===== src/rtl/clk_gen_pkg.sv =====
// -----------------------------------------------------------------------------
// clk_gen_pkg
// Shared definitions for the multi-channel clock generator: channel state
// encoding and the default divider width / post-reset half-period.
// -----------------------------------------------------------------------------
package clk_gen_pkg;

    localparam int unsigned DIV_WIDTH_DEF  = 24;
    // 10 Hz at a 50 MHz clk_in: (2499999 + 1) cycles per half period.
    localparam int unsigned RESET_HALF_DEF = 2499999;

    typedef enum logic [1:0] {
        IDLE = 2'd0,
        RUN  = 2'd1,
        STOP = 2'd2
    } chan_state_e;

endpackage


===== src/rtl/clk_gen_channel.sv =====
// -----------------------------------------------------------------------------
// clk_gen_channel
// One divider channel: 50 % duty divided clock with single-cycle rise/fall
// strobes, runtime half-period reload at phase boundaries and a clean stop
// that always finishes the current high phase.
//
// Ports:
//   clk_in      system clock (only clock)
//   reset       asynchronous active-low reset
//   enable      run request, level-sensitive
//   half_period half-period value; phase length = value+1 cycles
//   load        one-cycle strobe capturing half_period
//   clk_out     registered divided clock
//   rise_stb    high in the first cycle clk_out is high
//   fall_stb    high in the first cycle clk_out is low after a high phase
//   running     high while the channel is in RUN or STOP
//
// State | Meaning
// IDLE  | clk_out low, counter cleared, waiting for enable
// RUN   | dividing, enable present
// STOP  | dividing, enable withdrawn; finishes at the next phase boundary
// -----------------------------------------------------------------------------
module clk_gen_channel
    import clk_gen_pkg::*;
#(
    parameter int unsigned DIV_WIDTH  = DIV_WIDTH_DEF,
    parameter int unsigned RESET_HALF = RESET_HALF_DEF
) (
    input  logic                 clk_in,
    input  logic                 reset,
    input  logic                 enable,
    input  logic [DIV_WIDTH-1:0] half_period,
    input  logic                 load,
    output logic                 clk_out,
    output logic                 rise_stb,
    output logic                 fall_stb,
    output logic                 running
);

    chan_state_e          state_q;
    logic                 en_q;
    logic [DIV_WIDTH-1:0] cnt_q;
    logic [DIV_WIDTH-1:0] active_half_q;
    logic [DIV_WIDTH-1:0] pending_half_q;
    logic                 pending_vld_q;
    logic                 clk_out_q;
    logic                 rise_stb_q;
    logic                 fall_stb_q;
    logic                 running_q;

    logic                 at_boundary_d;
    logic                 reload_take_d;
    logic [DIV_WIDTH-1:0] reload_val_d;
    logic [DIV_WIDTH-1:0] cnt_inc_d;

    always_comb begin
        at_boundary_d = (cnt_q == active_half_q);
        // A load arriving in the same cycle as a reload point bypasses the
        // pending register so the new value applies immediately.
        reload_take_d = load | pending_vld_q;
        reload_val_d  = load ? half_period : pending_half_q;
        cnt_inc_d     = cnt_q + {{(DIV_WIDTH-1){1'b0}}, 1'b1};
    end

    // enable is registered before the FSM so no input reaches an output
    // without a flop, giving a start latency of two edges.
    always_ff @(posedge clk_in or negedge reset) begin
        if (!reset) begin
            state_q        <= IDLE;
            en_q           <= 1'b0;
            cnt_q          <= '0;
            active_half_q  <= DIV_WIDTH'(RESET_HALF);
            pending_half_q <= '0;
            pending_vld_q  <= 1'b0;
            clk_out_q      <= 1'b0;
            rise_stb_q     <= 1'b0;
            fall_stb_q     <= 1'b0;
            running_q      <= 1'b0;
        end else begin
            en_q       <= enable;
            rise_stb_q <= 1'b0;
            fall_stb_q <= 1'b0;

            if (load) begin
                pending_half_q <= half_period;
                pending_vld_q  <= 1'b1;
            end

            case (state_q)
                IDLE: begin
                    cnt_q     <= '0;
                    clk_out_q <= 1'b0;
                    if (reload_take_d) begin
                        active_half_q <= reload_val_d;
                        pending_vld_q <= 1'b0;
                    end
                    if (en_q) begin
                        clk_out_q  <= 1'b1;
                        rise_stb_q <= 1'b1;
                        running_q  <= 1'b1;
                        state_q    <= RUN;
                    end
                end

                RUN, STOP: begin
                    if (!at_boundary_d) begin
                        cnt_q   <= cnt_inc_d;
                        state_q <= en_q ? RUN : STOP;
                    end else begin
                        cnt_q <= '0;
                        if (reload_take_d) begin
                            active_half_q <= reload_val_d;
                            pending_vld_q <= 1'b0;
                        end
                        if (en_q) begin
                            clk_out_q  <= ~clk_out_q;
                            rise_stb_q <= ~clk_out_q;
                            fall_stb_q <= clk_out_q;
                            state_q    <= RUN;
                        end else begin
                            // Stop only on a boundary: a high phase ends with
                            // its normal fall, a low phase ends without a rise.
                            clk_out_q  <= 1'b0;
                            fall_stb_q <= clk_out_q;
                            running_q  <= 1'b0;
                            state_q    <= IDLE;
                        end
                    end
                end

                default: begin
                    state_q   <= IDLE;
                    cnt_q     <= '0;
                    clk_out_q <= 1'b0;
                    running_q <= 1'b0;
                end
            endcase
        end
    end

    assign clk_out  = clk_out_q;
    assign rise_stb = rise_stb_q;
    assign fall_stb = fall_stb_q;
    assign running  = running_q;

endmodule


===== src/rtl/clk_gen_multi.sv =====
// -----------------------------------------------------------------------------
// clk_gen_multi
// Multi-channel clock generator. Each channel is an independent divider; this
// level only slices the per-channel buses.
//
// Ports:
//   clk_in      system clock (only clock)
//   reset       asynchronous active-low reset
//   enable      per-channel run request
//   half_period channel k half-period at [k*DIV_WIDTH +: DIV_WIDTH]
//   load        per-channel half-period capture strobe
//   clk_out     per-channel divided clock
//   rise_stb    per-channel rising strobe
//   fall_stb    per-channel falling strobe
//   running     per-channel active indication
// -----------------------------------------------------------------------------
module clk_gen_multi
    import clk_gen_pkg::*;
#(
    parameter int unsigned CHANNELS   = 2,
    parameter int unsigned DIV_WIDTH  = DIV_WIDTH_DEF,
    parameter int unsigned RESET_HALF = RESET_HALF_DEF
) (
    input  logic                          clk_in,
    input  logic                          reset,
    input  logic [CHANNELS-1:0]           enable,
    input  logic [CHANNELS*DIV_WIDTH-1:0] half_period,
    input  logic [CHANNELS-1:0]           load,
    output logic [CHANNELS-1:0]           clk_out,
    output logic [CHANNELS-1:0]           rise_stb,
    output logic [CHANNELS-1:0]           fall_stb,
    output logic [CHANNELS-1:0]           running
);

    for (genvar k = 0; k < CHANNELS; k++) begin : g_chan
        clk_gen_channel #(
            .DIV_WIDTH  (DIV_WIDTH),
            .RESET_HALF (RESET_HALF)
        ) u_chan (
            .clk_in      (clk_in),
            .reset       (reset),
            .enable      (enable[k]),
            .half_period (half_period[k*DIV_WIDTH +: DIV_WIDTH]),
            .load        (load[k]),
            .clk_out     (clk_out[k]),
            .rise_stb    (rise_stb[k]),
            .fall_stb    (fall_stb[k]),
            .running     (running[k])
        );
    end

endmodule


===== config.mk =====
export PLATFORM = sky130hd
export DESIGN_NAME = clk_gen_multi
export DESIGN_NICKNAME = d
export VERILOG_FILES = /design/src/rtl/clk_gen_pkg.sv /design/src/rtl/clk_gen_channel.sv /design/src/rtl/clk_gen_multi.sv
export SDC_FILE = /design/constraint.sdc
export NUM_CORES = 1
export LEC_CHECK = 0
export BUFFER_PORTS_ARGS = -buffer_cell sky130_fd_sc_hd__buf_2
export CORE_MARGIN = 2
export CORE_UTILIZATION = 40
export CTS_CLUSTER_SIZE = 40
export DETAILED_ROUTE_END_ITERATION = 10
export GPL_TIMING_DRIVEN = 0
export SLEW_MARGIN = 10
export SYNTH_ARGS = -nofsm -noshare
export SYNTH_HDL_FRONTEND = slang
export SYNTH_SLANG_ARGS = --single-unit

===== constraint.sdc =====
create_clock -name clk_in -period 3.25 [get_ports clk_in]
set_input_delay 0.65 -clock clk_in [delete_from_list [all_inputs] [get_ports clk_in]]
set_output_delay 0.65 -clock clk_in [all_outputs]
set_load 0.01 [all_outputs]

==> impl_metrics.ini <==
[final_layout]
insertedDiodeCount = 0
areaGrowthSynthToFinish_pct = 16.3
regArea_mm2 = 0.00403
n_fill_cell = 1639
final_util = 0.473
final_common_cell = dfrtp_1
drive_above_1_share = 0.327
final_cell_mix = dfrtp_1 (136), mux2_2 (76), nor2_1 (63)
fin_nets = 730
multi_input_area_mm2 = 0.00302

[global_route]
grt_pass1_vias = 4861
grt_usage = 0.150
grt_antenna_before_repair = 0
grt_max_degree = 113
grt_pass1_wl_um = 23500
grt.overflow.total = 0

[detailed_routing]
drt_iter0_drc = 236
routed-via-count = 4490
via_per_inst = 4.92
routed_wl_um = 13700
drtAntennaViolNets = 0
drt-pass1-iter-count = 4
drcViolationCount = 0
routedWlPerCell_um = 15.0

[outcome]
run_status = finished clean

[timing]
clock.fmax_ghz = 0.338
worst_pin_slew_ps = 863
slew_viol_final = 0
fin_tns_setup_ps = 0
setup_slack_ps = 293
hold_violations = 0
min_period_ps = 2960
slew_headroom = 0.419
fin_skew_ps = 9.86
min_period_over_period = 0.910
grt_setup_unrepaired = false
finalSetupViolCount = 0

[worst_setup_path]
crit_arrival_ps = 3250
crit_chain = clkbuf_1, xor2_1, nor4_1, nand4_1, o21ai_1, clkbuf_1, nor2_1
reg2reg_from = g_chan[1].u_chan.cnt_q[16]
slowest_delay_ps = 630
crit_family = simple AND/OR/NAND/NOR gates
critPathMaxFanout = 10
reg2reg_slack_ps = 290
regToRegEndpoint = g_chan[1].u_chan.cnt_q[6]
cp-start-kind = register
crit_buf_inv = 2
ff2ff_path_depth = 7
critPathKind = register to register
cp_slowest_cell = nor4_1
cp_common_cell = clkbuf_1
startpoint = g_chan[1].u_chan.cnt_q[16]
end_kind = register
crit_required_ps = 3540

[flow_run]
cap_viol_max_count = 0

[cts]
root_buffer = clkbuf_16
post-cts-setup-buffers = 0
cts_sinks = 160
clk_path_buf_depth = 2
cts-buffers-inserted = 17
cts.repair.resized = 0
clk_latency_ps = 430
cts_tree = yes
path_clk_slew_ps = 60
cts.hold.buffers_added = 0
htreeDepth = 4

[placed_design]
place_ws_ps = 307
port_buffers = 59
gp_congestion = 0.820
hpwl_um = 9700

[synth]
synth.net_count = 651
async_flop_share = 1.00
synthesis.area_mm2 = 0.00731
synth_edf_count = 0
synth_seq_cells = 160
synthCells = 591
ys_warn_count = 0
syn_area_per_cell_um2 = 12.4
ys_types = 37
synth_seq_area_share = 0.552
ys.flop_type = dfrtp_1

[worst_hold_path]
hold_class = primary input to async pin

[floorplanning]
core_area_mm2 = 0.0180
die_x_um = 139
die_area_mm2 = 0.0194
num_io_pins = 62
fp-row-count = 49
start_util = 0.407
die_h_um = 139

[pwr]
power_per_cell_area_mw_per_mm2 = 815
power.leakage_nw = 3.71
ir_worst_vdd_mv = 0.420
power.total_mw = 6.93
==> stage by stage <==
stage          instance area [µm²]  hold slack (ps)  std cells
2_1_floorplan                 7310              354        591
3_3_place_gp                  7890              477        879
3_5_place_dp                  7930              484        880
4_1_cts                       8500              126        912
5_1_grt                       8500              141        912
6_report                      8500              120        912
==> layer usage <==
layer	global-route usage	up-vias	wire length (µm)
li1	-	2179	-
met1	0.179	2214	5970
met2	0.265	78	7050
met3	0.0349	19	387
met4	0.0521	0	258
met5	0	-	0
==> how the worst max path moves through the flow <==
stage,end,slack [ps],cells past startpoint
2_1_floorplan,g_chan[0].u_chan.active_half_q[11],870,8
3_3_place_gp,g_chan[0].u_chan.pending_half_q[17],-820,1
3_5_place_dp,g_chan[1].u_chan.cnt_q[18],310,7
4_1_cts,g_chan[1].u_chan.cnt_q[20],290,7
5_1_grt,g_chan[1].u_chan.cnt_q[9],150,7
6_report,g_chan[1].u_chan.cnt_q[6],290,7
==> cells in the mapped netlist, types with 11 or more instances <==
| master | number | share of area |
|---|---|---|
| dfrtp_1 | 136 | 0.47 |
| mux2_2 | 76 | 0.12 |
| nor2_1 | 63 | 0.032 |
| xnor2_1 | 47 | 0.056 |
| xor2_1 | 45 | 0.054 |
| dfstp_2 | 24 | 0.086 |
| nand4_1 | 21 | 0.018 |
| mux2_4 | 20 | 0.041 |
| nand2_1 | 20 | 0.010 |
| nand3_1 | 19 | 0.013 |
| clkbuf_1 | 15 | 0.0077 |
| inv_1 | 15 | 0.0077 |
| nor3_1 | 11 | 0.0075 |
==> worst reg2reg max path: cells and delay by family (launching register included) <==
| family | cells | cell delay [ps] |
|---|---|---|
| AND/OR/NAND/NOR | 3 | 1060 |
| buffers and inverters | 2 | 620 |
| flip-flops | 1 | 350 |
| XOR/XNOR | 1 | 200 |
| AO/OA/AOI/OAI | 1 | 600 |
==> state kept, by name, indices dropped and copies added, names as in the netlist <==
signal and count:
g_chan.u_chan.state_q 4, g_chan.u_chan.pending_vld_q 2, g_chan.u_chan.rise_stb 2, g_chan.u_chan.clk_out 2, g_chan.u_chan.pending_half_q 48, g_chan.u_chan.fall_stb 2, g_chan.u_chan.running 2, g_chan.u_chan.en_q 2
g_chan.u_chan.active_half_q 48, g_chan.u_chan.cnt_q 48
==> power by group <==
| part | internal (mW) | switching [mW] | leakage, nW |
|---|---|---|---|
| clock | 1.21 | 0.763 | 0.271 |
| sequential | 2.58 | 0.332 | 1.97 |
| combinational | 1.10 | 0.938 | 1.47 |
| total | 4.89 | 2.03 | 3.71 |
==> final cells by class <==
class                           count  share of cell area
Clock buffer                       26              0.0540
Timing Repair Buffer               60              0.0392
Multi-Input combinational cell    384               0.355
Tap cell                          229              0.0337
Inverter                           15             0.00662
Buffer                             32              0.0240
Clock inverter                      6              0.0131
Sequential cell                   160               0.475
==> logic make-up (layout without fill, tap and decap cells) <==
group | after synthesis | after routing | synth area share
AOI/OAI and AO/OA | 20 | 20 | 0.0180
xor gates and xnor gates | 92 | 92 | 0.110
adders and majority gates | 6 | 6 | 0.0103
buffers and inverters | 47 | 139 | 0.0356
DFF | 160 | 160 | 0.552
muxes | 96 | 96 | 0.158
and+or+nand+nor | 170 | 170 | 0.116
No activity file was read; power rests on OpenSTA's default activity.
